[config.mk]
export PLATFORM = sky130hd
export DESIGN_NAME = lift_dispatcher
export DESIGN_NICKNAME = d
export VERILOG_FILES = /design/src/rtl/lift_dispatcher.sv
export SDC_FILE = /design/constraint.sdc
export NUM_CORES = 1
export LEC_CHECK = 0
export BUFFER_PORTS_ARGS = -buffer_cell sky130_fd_sc_hd__clkbuf_2
export CAP_MARGIN = 20
export CELL_PAD_IN_SITES_DETAIL_PLACEMENT = 0
export CELL_PAD_IN_SITES_GLOBAL_PLACEMENT = 1
export CORE_UTILIZATION = 44
export CTS_BUF_LIST = sky130_fd_sc_hd__clkbuf_2
export CTS_CLUSTER_SIZE = 20
export DETAILED_ROUTE_END_ITERATION = 8
export HOLD_SLACK_MARGIN = 0.02
export PLACE_DENSITY_LB_ADDON = 0.05
export SYNTH_ARGS = -nofsm -noshare
export SYNTH_HDL_FRONTEND = slang
export SYNTH_SLANG_ARGS = --single-unit
[constraint.sdc]
create_clock -name clock -period 2.93 [get_ports clock]
set_input_delay 0.586 -clock clock [delete_from_list [all_inputs] [get_ports clock]]
set_output_delay 0.586 -clock clock [all_outputs]
set_load 0.05 [all_outputs]
[src/rtl/lift_dispatcher.sv]
// lift_dispatcher: assigns hall calls to the nearest idle car of NUM_LIFTS, each with its own travel/door FSM.
// Define LIFT_SEG_DISPLAY_EN to add a registered 7-segment display of the last assigned car number.
module lift_dispatcher #(
   parameter int NUM_LIFTS   = 2,
   parameter int FLOOR_W     = 4,
   parameter int NUM_FLOORS  = 16,
   parameter int MOVE_CYCLES = 4,
   parameter int DOOR_CYCLES = 8,
   localparam int ID_W = (NUM_LIFTS > 1) ? $clog2(NUM_LIFTS) : 1
) (
   input  logic                           clock,
   input  logic                           reset,
   input  logic                           call_valid,
   input  logic [FLOOR_W-1:0]             call_floor,
   output logic                           call_ready,
   output logic                           call_err,
   output logic                           assign_valid,
   output logic [ID_W-1:0]                assign_id,
   output logic [NUM_LIFTS*FLOOR_W-1:0]   lift_pos,
   output logic [NUM_LIFTS-1:0]           lift_up,
   output logic [NUM_LIFTS-1:0]           lift_down,
   output logic [NUM_LIFTS-1:0]           door_open
`ifdef LIFT_SEG_DISPLAY_EN
   ,
   output logic [6:0]                     seg_display
`endif
);
   localparam int CNT_MAX = (MOVE_CYCLES > DOOR_CYCLES) ? MOVE_CYCLES : DOOR_CYCLES;
   localparam int CNT_W   = $clog2(CNT_MAX + 1);

   typedef enum logic [1:0] {IDLE, MOVE, DOOR} state_t;

   state_t             state       [NUM_LIFTS];
   state_t             state_next  [NUM_LIFTS];
   logic [FLOOR_W-1:0] pos         [NUM_LIFTS];
   logic [FLOOR_W-1:0] pos_next    [NUM_LIFTS];
   logic [FLOOR_W-1:0] target      [NUM_LIFTS];
   logic [FLOOR_W-1:0] target_next [NUM_LIFTS];
   logic [CNT_W-1:0]   count       [NUM_LIFTS];
   logic [CNT_W-1:0]   count_next  [NUM_LIFTS];

   logic               found, merge, accept, bad, do_assign;
   logic [ID_W-1:0]    best_id;
   logic [FLOOR_W-1:0] best_dist;

   function automatic logic [FLOOR_W-1:0] distance(input logic [FLOOR_W-1:0] a, input logic [FLOOR_W-1:0] b);
      return (a > b) ? a - b : b - a;
   endfunction

   // Scan cars: readiness, merge against busy targets, nearest idle car (strict < keeps lowest index on ties).
   always_comb begin
      call_ready = 1'b0;
      merge      = 1'b0;
      found      = 1'b0;
      best_id    = '0;
      best_dist  = '0;
      for (int i = 0; i < NUM_LIFTS; i++) begin
         if (state[i] == IDLE) begin
            call_ready = 1'b1;
            if (!found || distance(call_floor, pos[i]) < best_dist) begin
               found     = 1'b1;
               best_id   = ID_W'(i);
               best_dist = distance(call_floor, pos[i]);
            end
         end else if (target[i] == call_floor) begin
            merge = 1'b1;
         end
      end
   end

   assign accept    = call_valid && call_ready;
   assign bad       = int'(call_floor) >= NUM_FLOORS;
   assign do_assign = accept && !bad && !merge;

   always_comb begin
      for (int i = 0; i < NUM_LIFTS; i++) begin
         state_next[i]  = state[i];
         pos_next[i]    = pos[i];
         target_next[i] = target[i];
         count_next[i]  = count[i];
         case (state[i])
            IDLE: if (do_assign && best_id == ID_W'(i)) begin
               target_next[i] = call_floor;
               count_next[i]  = '0;
               state_next[i]  = (call_floor == pos[i]) ? DOOR : MOVE;
            end
            MOVE: if (count[i] == CNT_W'(MOVE_CYCLES - 1)) begin
               count_next[i] = '0;
               pos_next[i]   = (target[i] > pos[i]) ? pos[i] + 1'b1 : pos[i] - 1'b1;
               state_next[i] = (pos_next[i] == target[i]) ? DOOR : MOVE;
            end else begin
               count_next[i] = count[i] + 1'b1;
            end
            DOOR: if (count[i] == CNT_W'(DOOR_CYCLES - 1)) begin
               count_next[i] = '0;
               state_next[i] = IDLE;
            end else begin
               count_next[i] = count[i] + 1'b1;
            end
            default: state_next[i] = IDLE;
         endcase
      end
   end

   always_ff @(posedge clock or posedge reset) begin
      if (reset) begin
         for (int i = 0; i < NUM_LIFTS; i++) begin
            state[i]  <= IDLE;
            pos[i]    <= '0;
            target[i] <= '0;
            count[i]  <= '0;
         end
         assign_valid <= 1'b0;
         assign_id    <= '0;
         call_err     <= 1'b0;
      end else begin
         for (int i = 0; i < NUM_LIFTS; i++) begin
            state[i]  <= state_next[i];
            pos[i]    <= pos_next[i];
            target[i] <= target_next[i];
            count[i]  <= count_next[i];
         end
         assign_valid <= do_assign;
         call_err     <= accept && bad;
         if (do_assign) assign_id <= best_id;
      end
   end

   for (genvar g = 0; g < NUM_LIFTS; g++) begin : g_car
      assign lift_pos[g*FLOOR_W +: FLOOR_W] = pos[g];
      assign lift_up[g]   = (state[g] == MOVE) && (target[g] > pos[g]);
      assign lift_down[g] = (state[g] == MOVE) && (target[g] < pos[g]);
      assign door_open[g] = (state[g] == DOOR);
   end

`ifdef LIFT_SEG_DISPLAY_EN
   // Shows car number (assign_id + 1), active-high segments a..g.
   function automatic logic [6:0] seg_code(input logic [ID_W-1:0] id);
      case (int'(id))
         0:       return 7'b0110000;
         1:       return 7'b1101101;
         2:       return 7'b1111001;
         3:       return 7'b0110011;
         4:       return 7'b1011011;
         5:       return 7'b1011111;
         6:       return 7'b1110000;
         default: return 7'b1111111;
      endcase
   endfunction

   always_ff @(posedge clock or posedge reset) begin
      if (reset) seg_display <= 7'b0000000;
      else if (do_assign) seg_display <= seg_code(best_id);
   end
`endif
endmodule

* Word-level counts from Yosys, hierarchy flattened
Cells that the tools add are included.
** Word-level totals
- Bits in registers :: 30
- Output and inout bits :: 18
** Cells by class
- Add/sub/neg operators :: 10
- Magnitude comparators :: 7
- Eq/ne operators :: 20
- Multiplexer cells :: 33
- Bitwise operators :: 1
- Reductions and logical operators :: 23
** Operator list (count)
- 4-bit 2-to-1 mux :: 11
- 4-bit equality test :: 6
- 4-bit case mux with 3 select lines :: 2
- 2-bit 2-to-1 mux :: 10
- 4-bit by 1-bit adder with 4-bit output (second input constant) :: 4
- 4-bit greater-than comparator :: 4
- 4-bit subtractor :: 4
- 4-bit < comparator :: 3
- 2-bit case mux with 3 select lines :: 2
- 2-bit AND reduction :: 6
- 4-bit by 2-bit equality test with 1-bit output (second input constant) :: 2
- 4-bit by 3-bit equality test with 1-bit output (second input constant) :: 2
- 1-bit logical AND :: 8
- 1-bit 2-to-1 mux :: 8
- 2-bit by 1-bit != test with 1-bit output (second input constant) :: 4
- 4-bit by 1-bit subtractor with 4-bit output (second input constant) :: 2
- 3-bit AND reduction :: 2
- 3-bit nonzero test :: 2
- 2-bit by 1-bit equality test with 1-bit output (second input constant) :: 2
- 2-bit equality test (second input constant) :: 2
- 2-bit zero test :: 2
- 2-bit != test (second input constant) :: 2
- 1-bit zero test :: 2
- 1-bit logical OR :: 1
- 1-bit inverter :: 1

* Longest topological paths before layout
- Depth after elaboration :: 11
- Mapped depth :: 17
- Mapped depth without buffers :: 17

* Least setup slack after synthesis
OpenSTA, ideal clock, no wires.
- Kind :: register to register
- Start point :: register pos, in the netlist lift_pos[1]
- End point :: register count[0] (netlist name)
- Setup time :: 0.128 ns
- Arrival time :: 3.498 ns
- Slack :: -0.696 ns
- Cell stages (with the launch flop) :: 15
- Buffers on the path :: 0
- Path through :: dfrtp_1 -> inv_1 -> fa_1 -> a21o_1 -> a21oi_1 -> nor2_1 -> mux2i_1 -> xnor2_1 -> nand2_1 -> ha_1 -> o21a_1 -> o21ai_0 -> o221ai_2 -> a21oi_4 -> mux2_1
** On the way
- Cells in the longest elaborated chain, start to end :: 10
** Ends and longest elaborated chain
- from (decl) :: line 35 : logic [FLOOR_W-1:0] pos [NUM_LIFTS];
- from (signal, indexed assignment) :: line 119 : pos[i] <= pos_next[i];
- 4-bit subtractor / 4-bit greater-than comparator (equally long branches) :: line 47 : return (a > b) ? a - b : b - a;
- 4-bit 2-to-1 mux (*) :: line 47
- 4-bit 2-to-1 mux (*) :: line 58 : if (state[i] == IDLE) begin
- 4-bit < comparator (*) :: line 60 : if (!found || distance(call_floor, pos[i]) < best_dist) begin
- 1-bit logical OR (*) :: line 60
- 1-bit 2-to-1 mux (*) :: line 60
- 1-bit 2-to-1 mux (*) :: line 58
- 1-bit logical AND (*) :: line 82 : IDLE: if (do_assign && best_id == ID_W'(i)) begin
- 2-bit by 1-bit != test with 1-bit output (no line) (*)
- 2-bit AND reduction (no line) (*)
- to (signal, indexed assignment) :: line 121 : count[i] <= count_next[i];
- to (decl) :: line 39 : logic [CNT_W-1:0] count [NUM_LIFTS];
Every way passes the cells marked *; elsewhere a longest branch is shown, timed or not.
A chain may end at the register's enable or synchronous reset.

* Final worst setup path
- Start point :: input port call_floor[1]
- End point :: register count[4] (netlist name)
** On the way
- Cells in the longest elaborated chain, start to end :: 11
** Ends and longest elaborated chain
- from (decl) :: line 14 : input logic [FLOOR_W-1:0] call_floor,
- 4-bit subtractor / 4-bit greater-than comparator (equally long branches) :: line 47
- 4-bit 2-to-1 mux :: line 47
- 4-bit 2-to-1 mux :: line 58
- 4-bit < comparator :: line 60
- 1-bit logical OR :: line 60
- 1-bit 2-to-1 mux :: line 60
- 1-bit 2-to-1 mux :: line 58
- 1-bit inverter :: line 82
- 1-bit logical AND (*) :: line 82
- 2-bit by 1-bit != test with 1-bit output (no line) (*)
- 2-bit AND reduction (no line) (*)
Marks and branches as above.

==> results.json <==
{
  "clk_latency_ns": 0.36,
  "hpwl_um": 5280,
  "cp-startpoint": "call_floor[1]",
  "finalCritPeriodShare_pct": 111,
  "antenna_cells": 0,
  "timing.rr.start": "lift_pos[4]$_DFFE_PP0P_",
  "gp_congestion": 0.844,
  "required_ns": 3.19,
  "synth_area_um2": 2770,
  "timing.rr.end": "count[0]$_DFFE_PP0P_",
  "period_minus_slack_ns": 3.25,
  "die_area_um2": 6620,
  "grt_max_degree": 17,
  "cts_buffer_depth": 2,
  "grt-ovfl-total": 0,
  "grt_pass1_vias": 2365,
  "ys_seq_area_share_pct": 27.1,
  "antenna_found_initial": 0,
  "start_kind": "primary input",
  "grt_pass1_wl_um": 11100,
  "final_nets": 424,
  "syn-num-nets": 336,
  "grtUsageTotal_pct": 22.3,
  "critPathCaptureType": "flip-flop",
  "finalInstanceArea_um2": 3660,
  "avgSynthCellArea_um2": 9.76,
  "rrSetupSlack_ns": -0.32,
  "slew_viol_final": 0,
  "dp.cells": 434,
  "die_y_um": 81.4,
  "drt_pass1_iterations": 4,
  "core-area_um2": 5990,
  "drt_wl_total_um": 6610,
  "synth_warnings": 0,
  "rsz0062_at_grt": "yes",
  "worstSetupEndpoint": "count[4]$_DFFE_PP0P_",
  "cts_tree": "yes",
  "start_util_pct": 46.3,
  "maxSlewHeadroom_pct": 56.9,
  "path_clk_slew_ns": 0.16,
  "ys_ff_latch": 30,
  "r2r_cells": 14,
  "tightest_slew_ns": 0.646,
  "die_width_um": 81.4,
  "syn_inst": 284,
  "via_per_inst": 5.14,
  "finalSetupViolCount": 21,
  "cts_made_buffers": 5,
  "hold_viol": 0,
  "synthFlopType": "dfrtp_1",
  "area_delta_synth_final_pct": 32.2,
  "htreeDepth": 2,
  "setup_ws_ns": -0.317,
  "fmax_ghz": 0.308,
  "fin_util_pct": 61.2,
  "place_area_um2": 3480,
  "stdcell_count": 448,
  "row_count": 28,
  "root_buffer": "clkbuf_2",
  "skew_ns": 0.0148,
  "cap_violations": 0,
  "drtIter0Drc": 47,
  "port_buffers": 23,
  "ios": 25,
  "hold_path_class": "primary input to async pin",
  "vias": 2303,
  "wl_per_cell_um": 14.7,
  "cp_max_fo": 5,
  "ant_nets": 0,
  "arrival_ns": 3.51,
  "violations": "setup timing",
  "ys_types": 56,
  "clock_sinks": 30,
  "drc": 0,
  "synth_edf_count": 0,
  "ys_async_sr_fraction_pct": 100,
  "final_layout_size_suffix_gt1_share_pct": 38.9,
  "n_fill_cell": 533,
  "outcome": "complete, but fails checks",
  "path_class": "primary input to flip-flop",
  "dpl_worst_slack_ns": -0.765
}
[metrics by stage]
| step | TNS [ns] | hold slack (ns) |
|---|---|---|
| 6_report | -5.17 | 0.263 |
| 5_1_grt | -8.46 | 0.302 |
| 4_1_cts | -4.69 | 0.259 |
| 3_5_place_dp | -14.56 | 0.530 |
| 3_3_place_gp | -13.32 | 0.531 |
| 2_1_floorplan | -4.79 | 0.504 |
[cells by family (layout without fill, tap and decap cells)]
| logic type | after synthesis | after routing | share of synthesized area, % |
|---|---|---|---|
| AOI/OAI and AO/OA | 69 | 69 | 17.2 |
| and+or+nand+nor | 59 | 59 | 12.0 |
| adders and majority gates | 45 | 45 | 21.9 |
| buffers and inverters | 35 | 124 | 4.92 |
| DFF | 30 | 30 | 27.1 |
| xor gates and xnor gates | 27 | 27 | 9.53 |
| muxes | 18 | 18 | 7.22 |
| other | 1 | 1 | 0.135 |
[sequential cells by signal (all words and copies together), names as in the netlist]
register and cells:
assign_id 1, assign_valid 1, count 8, lift_pos 8, state 4, target 8
[routing by layer]
metal	GRT usage (%)	share of wire, %
met1	30.8	49
met5	0	0
met2	36.3	47
met4	5.89	1.1
met3	3.03	2.5
[cell usage in the layout (no fill, tap or decap), types with 7 or more instances in the layout]
cell type / count
a21o_1: 8
a21oi_1: 10
buf_4: 59
clkbuf_2: 25
dfrtp_1: 24
ha_1: 34
inv_1: 26
mux2_4: 7
mux2i_1: 8
nand2_1: 11
nor2_1: 12
o21ai_0: 14
o21ai_2: 8
xnor2_1: 18
[worst max-delay path, stage by stage]
cell and delay [ns]:
clkbuf_2 0.18, inv_1 0.12, ha_1 0.33, and4_1 0.19, nor2_2 0.20, mux2i_1 0.26, xor2_1 0.18, nand2_1 0.08
ha_1 0.27, o21a_1 0.17, a211oi_2 0.08, o31a_1 0.29, or2_4 0.26, mux2_4 0.30
[final cells by class]
| cell class | instances | area [um^2] | area share (%) |
|---|---|---|---|
| Clock buffer | 5 | 25.0 | 0.683 |
| Clock inverter | 3 | 11.3 | 0.307 |
| Inverter | 31 | 133 | 3.62 |
| Multi-Input combinational cell | 219 | 2020 | 55.2 |
| Sequential cell | 30 | 758 | 20.7 |
| Tap cell | 75 | 93.8 | 2.56 |
| Timing Repair Buffer | 85 | 622 | 17.0 |
[timing repair]
action | in CTS | in global routing
pin swaps | 6 | 10
endpoints found under the hold margin | 0 | 0
buffers inserted | 2 | 4
gates resized for setup | 15 | 16
hold buffers | 0 | 0
endpoints found under the setup margin | 22 | 24
[worst min path at each step]
stage,endpoint,cells past startpoint
6_report,assign_valid$_DFF_PP0_,2
5_1_grt,count[6]$_DFFE_PP0P_,2
4_1_cts,assign_valid$_DFF_PP0_,2
3_5_place_dp,assign_id$_DFFE_PP0P_,2
3_3_place_gp,count[1]$_DFFE_PP0P_,2
2_1_floorplan,count[0]$_DFFE_PP0P_,1
[cell usage after synthesis, types with 3 or more instances]
| library cell | count | area [um^2] |
|---|---|---|
| ha_1 | 39 | 488 |
| dfrtp_1 | 30 | 751 |
| a21oi_1 | 13 | 65.1 |
| a21o_1 | 8 | 60.1 |
| nand2_1 | 11 | 41.3 |
| nor2b_1 | 4 | 25.0 |
| nand3_1 | 4 | 20.0 |
| o21a_1 | 4 | 30.0 |
| o21ai_1 | 6 | 30.0 |
| nor2_1 | 15 | 56.3 |
| o21ai_0 | 17 | 85.1 |
| and4_1 | 3 | 26.3 |
| mux2i_1 | 8 | 80.1 |
| fa_1 | 6 | 120 |
| mux2_1 | 6 | 67.6 |
| and3_1 | 3 | 18.8 |
| xor2_1 | 6 | 52.6 |
| inv_1 | 31 | 116 |
| xnor2_1 | 19 | 166 |
Power is left out: the tool's default activity adds up to more than one toggle a clock period on the data nets, which glitch-free logic cannot reach.
